[src/rtl/fp_add_arbiter_pkg.sv]
// Shared definitions for the fp_add sharing slice: rounding-mode codes,
// FP32 special encodings, flag bit positions, adder latency and the
// round-increment helper used by the adder's rounding stage.
package fp_add_arbiter_pkg;

  typedef enum logic [2:0] {
    RM_RNE = 3'd0,
    RM_RZ  = 3'd1,
    RM_RD  = 3'd2,
    RM_RU  = 3'd3,
    RM_RNA = 3'd4
  } rm_e;

  localparam logic [31:0] FP_POS_ZERO = 32'h0000_0000;
  localparam logic [31:0] FP_POS_INF  = 32'h7F80_0000;
  localparam logic [31:0] FP_QNAN     = 32'h7FC0_0000;
  localparam logic [30:0] FP_MAX_MAG  = 31'h7F7F_FFFF;

  localparam int unsigned FLG_OV  = 3;
  localparam int unsigned FLG_UN  = 2;
  localparam int unsigned FLG_INV = 1;
  localparam int unsigned FLG_INX = 0;
  localparam int unsigned FP_LAT  = 2;

  // Whether the kept mantissa must be incremented, given the result sign,
  // its lsb, the guard bit and the OR of everything below the guard.
  function automatic logic rnd_inc(input logic [2:0] rm, input logic sign,
                                   input logic lsb, input logic g, input logic st);
    logic inc;
    inc = 1'b0;
    case (rm)
      RM_RNE:  inc = g & (st | lsb);
      RM_RNA:  inc = g;
      RM_RU:   inc = (g | st) & ~sign;
      RM_RD:   inc = (g | st) & sign;
      default: inc = 1'b0;
    endcase
    return inc;
  endfunction

endpackage

[src/rtl/fp_add.sv]
// Two-stage pipelined FP32 adder, one issue per cycle, no back-pressure.
// Operands applied in cycle C produce out/flags registered for cycle C+2.
// Ports: clk, rst_n (async, active-low), a, b, rm -> out, ov, un, inv, inexact.
module fp_add
  import fp_add_arbiter_pkg::*;
(
  input  logic        clk,
  input  logic        rst_n,
  input  logic [31:0] a,
  input  logic [31:0] b,
  input  logic [2:0]  rm,
  output logic [31:0] out,
  output logic        ov,
  output logic        un,
  output logic        inv,
  output logic        inexact
);

  // ---- stage 1: specials, swap, align, add ----
  logic        a_nan, b_nan, a_inf, b_inf, a_big, eff_add;
  logic [31:0] l_op, s_op;
  logic [7:0]  l_exp, s_exp, d;
  logic [23:0] l_man, s_man;
  logic [26:0] s_wide, s_al, mask;
  logic [27:0] sum;
  logic        spec, spec_inv;
  logic [31:0] spec_val;

  always_comb begin
    a_nan   = (a[30:23] == 8'hFF) && (a[22:0] != '0);
    b_nan   = (b[30:23] == 8'hFF) && (b[22:0] != '0);
    a_inf   = (a[30:23] == 8'hFF) && (a[22:0] == '0);
    b_inf   = (b[30:23] == 8'hFF) && (b[22:0] == '0);
    a_big   = a[30:0] >= b[30:0];
    l_op    = a_big ? a : b;
    s_op    = a_big ? b : a;
    eff_add = ~(a[31] ^ b[31]);
    // Subnormals use exponent 1 with a zero hidden bit.
    l_exp   = (l_op[30:23] == '0) ? 8'd1 : l_op[30:23];
    s_exp   = (s_op[30:23] == '0) ? 8'd1 : s_op[30:23];
    l_man   = {l_op[30:23] != '0, l_op[22:0]};
    s_man   = {s_op[30:23] != '0, s_op[22:0]};
    d       = l_exp - s_exp;
    s_wide  = {s_man, 3'b000};
    mask    = ~({27{1'b1}} << d);
    if (d >= 8'd27) begin
      s_al = {26'b0, |s_man};
    end else begin
      s_al    = s_wide >> d;
      s_al[0] = s_al[0] | (|(s_wide & mask));
    end
    sum = eff_add ? ({1'b0, l_man, 3'b000} + {1'b0, s_al})
                  : ({1'b0, l_man, 3'b000} - {1'b0, s_al});

    spec     = 1'b0;
    spec_inv = 1'b0;
    spec_val = FP_POS_ZERO;
    if (a_nan || b_nan) begin
      spec     = 1'b1;
      spec_val = FP_QNAN;
      spec_inv = (a_nan & ~a[22]) | (b_nan & ~b[22]);
    end else if (a_inf && b_inf && (a[31] != b[31])) begin
      spec     = 1'b1;
      spec_val = FP_QNAN;
      spec_inv = 1'b1;
    end else if (a_inf) begin
      spec     = 1'b1;
      spec_val = a;
    end else if (b_inf) begin
      spec     = 1'b1;
      spec_val = b;
    end
  end

  logic        s1_spec, s1_spec_inv, s1_sign, s1_add;
  logic [31:0] s1_spec_val;
  logic [7:0]  s1_exp;
  logic [27:0] s1_sum;
  logic [2:0]  s1_rm;

  always_ff @(posedge clk or negedge rst_n) begin
    if (!rst_n) begin
      s1_spec <= 1'b0; s1_spec_inv <= 1'b0; s1_spec_val <= '0;
      s1_sign <= 1'b0; s1_add <= 1'b0; s1_exp <= '0; s1_sum <= '0;
      s1_rm   <= RM_RNE;
    end else begin
      s1_spec <= spec; s1_spec_inv <= spec_inv; s1_spec_val <= spec_val;
      s1_sign <= l_op[31]; s1_add <= eff_add; s1_exp <= l_exp; s1_sum <= sum;
      s1_rm   <= rm;
    end
  end

  // ---- stage 2: normalise, round, pack ----
  logic [4:0]  lz;
  logic [9:0]  exp10, sh, e, ef;
  logic [26:0] norm;
  logic [24:0] m25;
  logic        inc, inx, zsign;
  logic [31:0] res;
  logic        r_ov, r_un, r_inv, r_inx;

  always_comb begin
    exp10 = {2'b00, s1_exp};
    lz    = 5'd27;
    for (int unsigned i = 0; i < 27; i++)
      if (s1_sum[i]) lz = 5'(26 - i);
    sh    = '0;
    norm  = s1_sum[26:0];
    e     = exp10;
    if (s1_sum[27]) begin
      norm = {s1_sum[27:2], s1_sum[1] | s1_sum[0]};
      e    = exp10 + 10'd1;
    end else begin
      // Left shift stops at exponent 1 so tiny results become subnormal.
      sh   = ({5'b0, lz} < exp10) ? {5'b0, lz} : exp10 - 10'd1;
      norm = s1_sum[26:0] << sh;
      e    = exp10 - sh;
    end
    inx   = norm[2] | (|norm[1:0]);
    inc   = rnd_inc(s1_rm, s1_sign, norm[3], norm[2], |norm[1:0]);
    m25   = {1'b0, norm[26:3]} + {24'b0, inc};
    ef    = m25[24] ? e + 10'd1 : (m25[23] ? e : 10'd0);
    zsign = s1_add ? s1_sign : (s1_rm == RM_RD);

    r_ov  = 1'b0;
    r_un  = 1'b0;
    r_inv = 1'b0;
    r_inx = 1'b0;
    if (s1_spec) begin
      res   = s1_spec_val;
      r_inv = s1_spec_inv;
    end else if (s1_sum == '0) begin
      res = {zsign, 31'b0};
    end else if (ef >= 10'd255) begin
      r_ov  = 1'b1;
      r_inx = 1'b1;
      if ((s1_rm == RM_RZ) || (s1_rm == RM_RU && s1_sign) || (s1_rm == RM_RD && !s1_sign))
        res = {s1_sign, FP_MAX_MAG};
      else
        res = {s1_sign, FP_POS_INF[30:0]};
    end else begin
      res   = {s1_sign, ef[7:0], m25[24] ? m25[23:1] : m25[22:0]};
      r_inx = inx;
      r_un  = inx & ~m25[24] & ~m25[23];
    end
  end

  always_ff @(posedge clk or negedge rst_n) begin
    if (!rst_n) begin
      out <= '0; ov <= 1'b0; un <= 1'b0; inv <= 1'b0; inexact <= 1'b0;
    end else begin
      out <= res; ov <= r_ov; un <= r_un; inv <= r_inv; inexact <= r_inx;
    end
  end

endmodule

[src/rtl/fp_add_arbiter_rr.sv]
// Round-robin arbiter: first eligible requester at or after ptr wins,
// wrapping NREQ-1 -> 0. Grant is combinational; ptr advances past the
// winner on every grant. Ports: clk, rst, req, hold -> grant (one-hot/zero),
// win_id (valid when |grant).
module rr_arbiter #(
  parameter int unsigned NREQ = 4,
  parameter int unsigned IDW  = 2
) (
  input  logic            clk,
  input  logic            rst,
  input  logic [NREQ-1:0] req,
  input  logic            hold,
  output logic [NREQ-1:0] grant,
  output logic [IDW-1:0]  win_id
);

  localparam logic [IDW:0] NREQ_W = (IDW + 1)'(NREQ);

  logic [IDW-1:0]  ptr;
  logic [NREQ-1:0] elig;
  logic [IDW:0]    pos;
  logic            found;

  always_comb begin
    elig   = hold ? '0 : req;
    grant  = '0;
    win_id = '0;
    found  = 1'b0;
    pos    = '0;
    for (int unsigned i = 0; i < NREQ; i++) begin
      pos = {1'b0, ptr} + (IDW + 1)'(i);
      if (pos >= NREQ_W) pos = pos - NREQ_W;
      if (!found && elig[pos[IDW-1:0]]) begin
        found                = 1'b1;
        grant[pos[IDW-1:0]]  = 1'b1;
        win_id               = pos[IDW-1:0];
      end
    end
    // No handshake may complete while reset is asserted.
    if (rst) begin
      grant = '0;
      found = 1'b0;
    end
  end

  always_ff @(posedge clk or posedge rst) begin
    if (rst) begin
      ptr <= '0;
    end else if (found) begin
      ptr <= (win_id == IDW'(NREQ - 1)) ? '0 : win_id + 1'b1;
    end
  end

endmodule

[src/rtl/fp_add_arbiter.sv]
// Shares one pipelined fp_add among NREQ requesters. Round-robin grant,
// registered issue into the adder, a {valid,id} tag pipe of depth 1+LAT that
// tracks each op, and one-hot response routing back to the issuer.
// Ports: clk, rst; req_valid/req_ready/req_a/req_b/req_rm per requester;
// hold blocks new grants; rsp_valid/rsp_id/rsp_data/rsp_flags; busy.
module fp_add_arbiter
  import fp_add_arbiter_pkg::*;
#(
  parameter int unsigned NREQ = 4,
  parameter int unsigned IDW  = 2,
  parameter int unsigned LAT  = FP_LAT,
  parameter int unsigned W    = 32
) (
  input  logic              clk,
  input  logic              rst,
  input  logic [NREQ-1:0]   req_valid,
  output logic [NREQ-1:0]   req_ready,
  input  logic [NREQ*W-1:0] req_a,
  input  logic [NREQ*W-1:0] req_b,
  input  logic [NREQ*3-1:0] req_rm,
  input  logic              hold,
  output logic [NREQ-1:0]   rsp_valid,
  output logic [IDW-1:0]    rsp_id,
  output logic [W-1:0]      rsp_data,
  output logic [3:0]        rsp_flags,
  output logic              busy
);

  logic [NREQ-1:0] grant;
  logic [IDW-1:0]  win_id;
  logic [W-1:0]    mux_a, mux_b, iss_a, iss_b, add_out;
  logic [2:0]      mux_rm, iss_rm;
  logic            add_ov, add_un, add_inv, add_inx;
  logic [LAT:0]    tag_v;
  logic [IDW-1:0]  tag_id [LAT+1];

  rr_arbiter #(.NREQ(NREQ), .IDW(IDW)) u_arb (
    .clk    (clk),
    .rst    (rst),
    .req    (req_valid),
    .hold   (hold),
    .grant  (grant),
    .win_id (win_id)
  );

  assign req_ready = grant;

  // Idle cycles feed +0 + +0 in RNe so the adder never sees stale operands.
  always_comb begin
    mux_a  = FP_POS_ZERO;
    mux_b  = FP_POS_ZERO;
    mux_rm = RM_RNE;
    for (int unsigned k = 0; k < NREQ; k++) begin
      if (grant[k]) begin
        mux_a  = req_a[k*W +: W];
        mux_b  = req_b[k*W +: W];
        mux_rm = req_rm[k*3 +: 3];
      end
    end
  end

  always_ff @(posedge clk or posedge rst) begin
    if (rst) begin
      iss_a  <= '0;
      iss_b  <= '0;
      iss_rm <= RM_RNE;
      tag_v  <= '0;
      for (int unsigned i = 0; i <= LAT; i++) tag_id[i] <= '0;
    end else begin
      iss_a     <= mux_a;
      iss_b     <= mux_b;
      iss_rm    <= mux_rm;
      tag_v     <= {tag_v[LAT-1:0], |grant};
      tag_id[0] <= win_id;
      for (int unsigned i = 1; i <= LAT; i++) tag_id[i] <= tag_id[i-1];
    end
  end

  fp_add u_add (
    .clk     (clk),
    .rst_n   (~rst),
    .a       (iss_a),
    .b       (iss_b),
    .rm      (iss_rm),
    .out     (add_out),
    .ov      (add_ov),
    .un      (add_un),
    .inv     (add_inv),
    .inexact (add_inx)
  );

  // Tag tail and adder output registers line up: both describe the op
  // whose handshake was LAT+1 cycles ago.
  always_comb begin
    rsp_valid = '0;
    rsp_id    = '0;
    rsp_data  = '0;
    rsp_flags = '0;
    if (tag_v[LAT]) begin
      rsp_valid = NREQ'(1) << tag_id[LAT];
      rsp_id    = tag_id[LAT];
      rsp_data  = add_out;
      rsp_flags = {add_ov, add_un, add_inv, add_inx};
    end
  end

  assign busy = |tag_v;

endmodule

[config.mk]
export PLATFORM = sky130hd
export DESIGN_NAME = fp_add_arbiter
export DESIGN_NICKNAME = d
export VERILOG_FILES = /design/src/rtl/fp_add_arbiter_pkg.sv /design/src/rtl/fp_add.sv /design/src/rtl/fp_add_arbiter_rr.sv /design/src/rtl/fp_add_arbiter.sv
export SDC_FILE = /design/constraint.sdc
export NUM_CORES = 1
export LEC_CHECK = 0
export BUFFER_PORTS_ARGS = -buffer_cell sky130_fd_sc_hd__buf_4
export CORE_MARGIN = 1.5
export CORE_UTILIZATION = 42
export DETAILED_ROUTE_END_ITERATION = 8
export GPL_TIMING_DRIVEN = 0
export MAX_ROUTING_LAYER = met4
export PLACE_DENSITY_LB_ADDON = 0.05
export SYNTH_ARGS = -nofsm -noshare
export SYNTH_HDL_FRONTEND = slang
export SYNTH_SLANG_ARGS = --single-unit
[constraint.sdc]
create_clock -name clk -period 23.2 [get_ports clk]
set_input_delay 4.64 -clock clk [delete_from_list [all_inputs] [get_ports clk]]
set_output_delay 4.64 -clock clk [all_outputs]
set_load 0.01 [all_outputs]
==> results of run 1 <==
## metal layers
metal,part of all wire,vias to the layer above,track usage
met5,0,-,-
met4,0.067,0,0.232
met3,0.064,327,0.0563
met2,0.49,1180,0.645
met1,0.38,10400,0.433
li1,-,9776,-
## cells by family after synthesis
family	count (synthesis)
and+or+nand+nor	827
other	1
buffers and inverters	286
adders and majority gates	113
muxes	138
xor gates and xnor gates	75
AOI/OAI and AO/OA	788
DFF	189
## how the worst max path moves through the flow
stage | startpoint | to | slack, ns | cells after the start
final | iss_b[12] | u_add.s1_sum[25] | 9.78 | 50
after global routing | iss_b[12] | u_add.s1_sum[25] | 9.16 | 48
after CTS | iss_b[12] | u_add.s1_sum[25] | 10.09 | 50
after detailed placement | iss_b[12] | u_add.s1_sum[25] | 10.17 | 50
after global placement | rst | req_ready[2] | 5.93 | 5
after floorplan | rst | req_ready[2] | 8.44 | 3
## cells in the final DEF, fill, tap and decap left out, drive strengths merged, types with 80 or more instances in the layout
master / instances
a21oi: 111
a221oi: 80
buf: 365
clkbuf: 137
dfrtp: 189
ha: 110
inv: 129
nand2: 209
nor2: 237
o21ai: 148
o22ai: 90
## through the flow
stage,worst slack [ns],hold slack (ns),utilization,instances,area (um^2)
2_1_floorplan,8.44,0.331,-,2438,19400
3_3_place_gp,5.93,0.337,0.497,3359,22500
3_5_place_dp,10.17,0.337,0.498,3360,22600
4_1_cts,10.09,0.354,0.511,3392,23100
5_1_grt,9.16,0.357,0.511,3395,23100
6_report,9.78,0.351,0.511,3395,23100
## sequential cells by signal, indices dropped and copies added, names as in the netlist, 3 cells and up, named ones only
name,count
tag_id,6
tag_v,3
iss_b,32
u_add.s1_sum,28
iss_a,32
iss_rm,3
u_add.s1_spec_val,32
u_add.s1_exp,8
u_add.out,32
u_add.s1_rm,3
## final cells by class
type	count	area, um^2	share of cell area
Clock inverter	15	166	0.00719
Clock buffer	17	425	0.0184
Sequential cell	189	4730	0.204
Buffer	163	693	0.0299
Tap cell	600	751	0.0324
Timing Repair Buffer	322	2440	0.105
Inverter	123	469	0.0203
Antenna cell	3	7.51	0.000324
Multi-Input combinational cell	1963	13500	0.582
==> flow_summary.toml, run 1 <==
[flow_run]
drv_cap = 1

[yosys]
synthMuxAreaShare = 0.0846
yosys_warnings = 0
synth_top_area_frac = 0.245
netlist_top_cells_area = "dfrtp_1 (25%), ha_1 (7.1%), nor2_1 (4.6%)"
syn_inst = 2417
ys_seq_elements = 189
synth_top_family_by_area = "compound AO/OA/AOI/OAI gates"
synthSimpleGateAreaFrac = 0.212
yosysSeqAreaShare = 0.245
synthXorXnorAreaFrac = 0.0341
synth_compound_area_frac = 0.289
syn_avg_cell_area_um2 = 7.98
synthFlopType = "dfrtp_1"
syn-cell-area_um2 = 19300
synth_enable_flop_cells = 0
async_flop_share = 1.00
ys_types = 110
synth_fa_ha_area_frac = 0.0745
yosys.area.top_type = "dfrtp_1"
synth_common_cells = "nor2_1 (237), nand2_1 (206), dfrtp_1 (189), o21ai_0 (124), clkbuf_1 (120)"
synth.most_common_cell = "nor2_1"

[clock_network]
clk_latency_ns = 0.51
cts_tree = "yes"
cts_htree_levels = 4
cts_resized = 0
post-cts-setup-buffers = 0
clock-root-buffer = "clkbuf_16"
cts.path.max_buffers = 2
hold_buffers = 0
clk_pin_slew_ns = 0.07
numCtsBuffers = 17
clock_sinks = 189

[global_routing]
grt_pass1_wl_um = 132000
antenna_found_initial = 3
grt_max_degree = 133
grt_overflow = 0
gr-usage-all-layers = 0.384
grt_pass1_vias = 20900

[detailed_routing]
viasPerCell = 6.38
vias = 21600
drt_iter0_drc = 2239
routed_wl_um = 89300
first_pass_iters = 7
wl_per_cell_um = 26.3
antenna_left = 0
drcViolationCount = 0

[outcome]
violations = "capacitance limit"
outcome = "finished, violations left"

[place]
dp_hpwl_um = 72700
place_congestion = 1.06
portBuffers = 321

[worst_setup_path]
reg2regPathDepth = 50
cpMaxStageDelayCell = "a2111oi_0"
cp_num_buf_inv = 10
startpoint_type = "flop"
required_ns = 23.51
cpMostUsedCell = "a21oi_1"
critPathTopFamily = "compound AO/OA/AOI/OAI gates"
crit_fanout = 10
crit_type = "flop to flop"
cp.arrival_ns = 13.73
end_kind = "flop"
timing.rr.end = "u_add.s1_sum[25]"
rr_startpoint = "iss_b[12]"
reg2reg_slack_ns = 9.78
cp_slowest_stage_delay_ns = 0.74

[sta]
fin_crit_ns = 13.42
fmax_mhz = 74.5
max_slew_margin = 0.0234
layout_worst_path_cycle_share = 0.578
finalHoldViolCount = 0
tightest_slew_ns = 1.43
rsz0062_at_grt = "false"
tns_ns = 0
slew_viol_final = 0
setup_viol = 0
fin_skew_ns = 0.0131

[worst_hold_path]
hold_class = "flop to flop"
min_to = "tag_id[2]"
hold_start = "tag_id[4]"
worstHoldPathCells = 0

[floorplanning]
core_area_um2 = 45300
die_area_um2 = 47200
start_util = 0.426
io_pins = 322
dieHeight_um = 217
row_count = 78
die_x_um = 217

[cells_and_area]
nets = 3167
fillers = 4434
synthToLayoutAreaGrowth_pct = 20.1
drive_gt1_frac = 0.190
Power of run 1 is not shown: default switching activity piles up to over one toggle a cycle in this logic, so the estimate is an artifact.
==> run 2, diff against run 1 <==
==> constraint.sdc (replaced) <==
create_clock -name clk -period 12.8 [get_ports clk]
set_input_delay 2.56 -clock clk [delete_from_list [all_inputs] [get_ports clk]]
set_output_delay 2.56 -clock clk [all_outputs]
set_load 0.01 [all_outputs]
==> run 2 against run 1 <==
  * The flow now finishes without violations
  * Sequential share of layout area barely moved
  * Fmax rose by 9.6%
  * Global-route usage barely moved
  * Worst hold slack barely moved
  * Design area rose by 0.14%
  * Via count rose by 0.45%
  * Utilization rose by 0.069 points
  * Non-clock buffer count fell by 1
  * Die area did not move
  * Critical path depth fell by 1
  * Flip-flop and latch count did not move
  * Clock-buffer cell count did not move
==> flow_summary.toml, run 2 (same netlist as run 1, synthesis figures left out) <==
[outcome]
outcome = "completed"

[global_routing]
met2_usage = 0.639
grt_pass1_vias = 21000
grt_max_degree = 133
grt_pass1_wl_um = 132000
use_met3 = 0.0567
top_usage_layer = "met2"
grt_overflow = 0
met1_usage = 0.431
gr-usage-all-layers = 0.384
antenna_found_initial = 3

[cells_and_area]
fillers = 4437
finish.utilization = 0.512
regArea_um2 = 4730
multiInputGateArea_um2 = 13500
synthToLayoutAreaGrowth_pct = 20.3
design_area_um2 = 23200
mostFrequentLayoutCells = "buf_4 (325), nor2_1 (237), nand2_1 (206), dfrtp_1 (189), o21ai_0 (124)"
drive_gt1_frac = 0.193
nets = 3166
final_common_cell = "buf_4"

[detailed_routing]
viasPerCell = 6.41
antenna_left = 0
first_pass_iters = 6
drcViolationCount = 0
drt_iter0_drc = 2450
routed_wl_um = 89500
vias = 21700
wl_per_cell_um = 26.4

[worst_setup_path]
reg2reg_slack_ns = 0.56
critPathLaunch = "iss_b[12]"
cpMostUsedCell = "a21oi_1"
required_ns = 13.12
cp.arrival_ns = 12.57
startpoint_type = "flop"
rr_startpoint = "iss_b[12]"
end_kind = "flop"
crit_type = "flop to flop"
cp_slowest_stage_delay_ns = 0.61
crit_fanout = 19
reg2regPathDepth = 49
cpMaxStageDelayCell = "a2111oi_1"

[floorplanning]
io_pins = 322
dieHeight_um = 217
die_area_um2 = 47200
row_count = 78
die_x_um = 217
start_util = 0.426
core_area_um2 = 45300

[clock_network]
clock_sinks = 189
cts_tree = "yes"
clk_latency_ns = 0.50
clock-root-buffer = "clkbuf_16"
clk_pin_slew_ns = 0.07
cts_htree_levels = 4
numCtsBuffers = 17
cts.path.max_buffers = 2
post-cts-setup-buffers = 0

[sta]
holdWs_ns = 0.351
rsz0062_at_grt = "false"
tightest_slew_ns = 1.40
layout_worst_path_cycle_share = 0.956
fmax_mhz = 81.7
slew_viol_final = 0
fin_crit_ns = 12.24
tns_ns = 0
setup_viol = 0
finalHoldViolCount = 0
max_slew_margin = 0.0442
fin_skew_ns = 0.0125

[worst_hold_path]
worstHoldPathCells = 0
hold_start = "tag_id[4]"
hold_class = "flop to flop"

[place]
place_congestion = 1.06
dp_hpwl_um = 72700
portBuffers = 321
post_dp_cell_area_um2 = 22600

[flow_run]
drv_cap = 0
## run 2: layout make-up
cell class,instances,area share
diodes,3,0.000324
plain buffers,162,0.0302
clock buffers,17,0.0184
clock inverters,15,0.00718
inverters,123,0.0202
multi-input cells,1963,0.582
flip-flops and latches,189,0.204
well taps,600,0.0324
repair buffers,322,0.105
## run 2: path summary, 6_finish.rpt
path | to
worst max register to register | u_add.s1_sum[25]
worst max-delay path | u_add.s1_sum[25]
worst min-delay path | tag_id[2]
max in group asynchronous | u_add.out[16]
worst min register to register | tag_id[2]
min in group asynchronous | iss_b[30]
## run 2: layer usage
metal	wire length (um)	vias up
met5	0	-
met4	6450	0
met3	5580	332
met2	43200	1152
met1	34200	10500
li1	-	9780
## run 2: worst max-delay path, delay by kind of cell (launching register included)
family	cells	cell delay, ns
buffers and inverters	9	2.62
multiplexers	2	0.49
AND/OR/NAND/NOR	14	2.65
flip-flops	1	0.48
AO/OA/AOI/OAI	20	4.47
adder cells (fa/ha/maj)	4	1.32
## run 2: per-stage QoR
| step | setup WS (ns) | cells |
|---|---|---|
| global route | 0.0143 | 3394 |
| floorplan | 2.20 | 2438 |
| CTS | 0.266 | 3391 |
| global placement | -0.314 | 3359 |
| finish | 0.559 | 3394 |
| detailed placement | -0.232 | 3360 |
## run 2: what timing repair did
item                                   4_1_cts  5_1_grt
hold buffers                                 0        0
gates resized for setup                      3       14
setup endpoints to repair                    1        1
endpoints found under the hold margin        0        0
pin swaps                                    0        0
Power of run 2 is left out for the same reason.
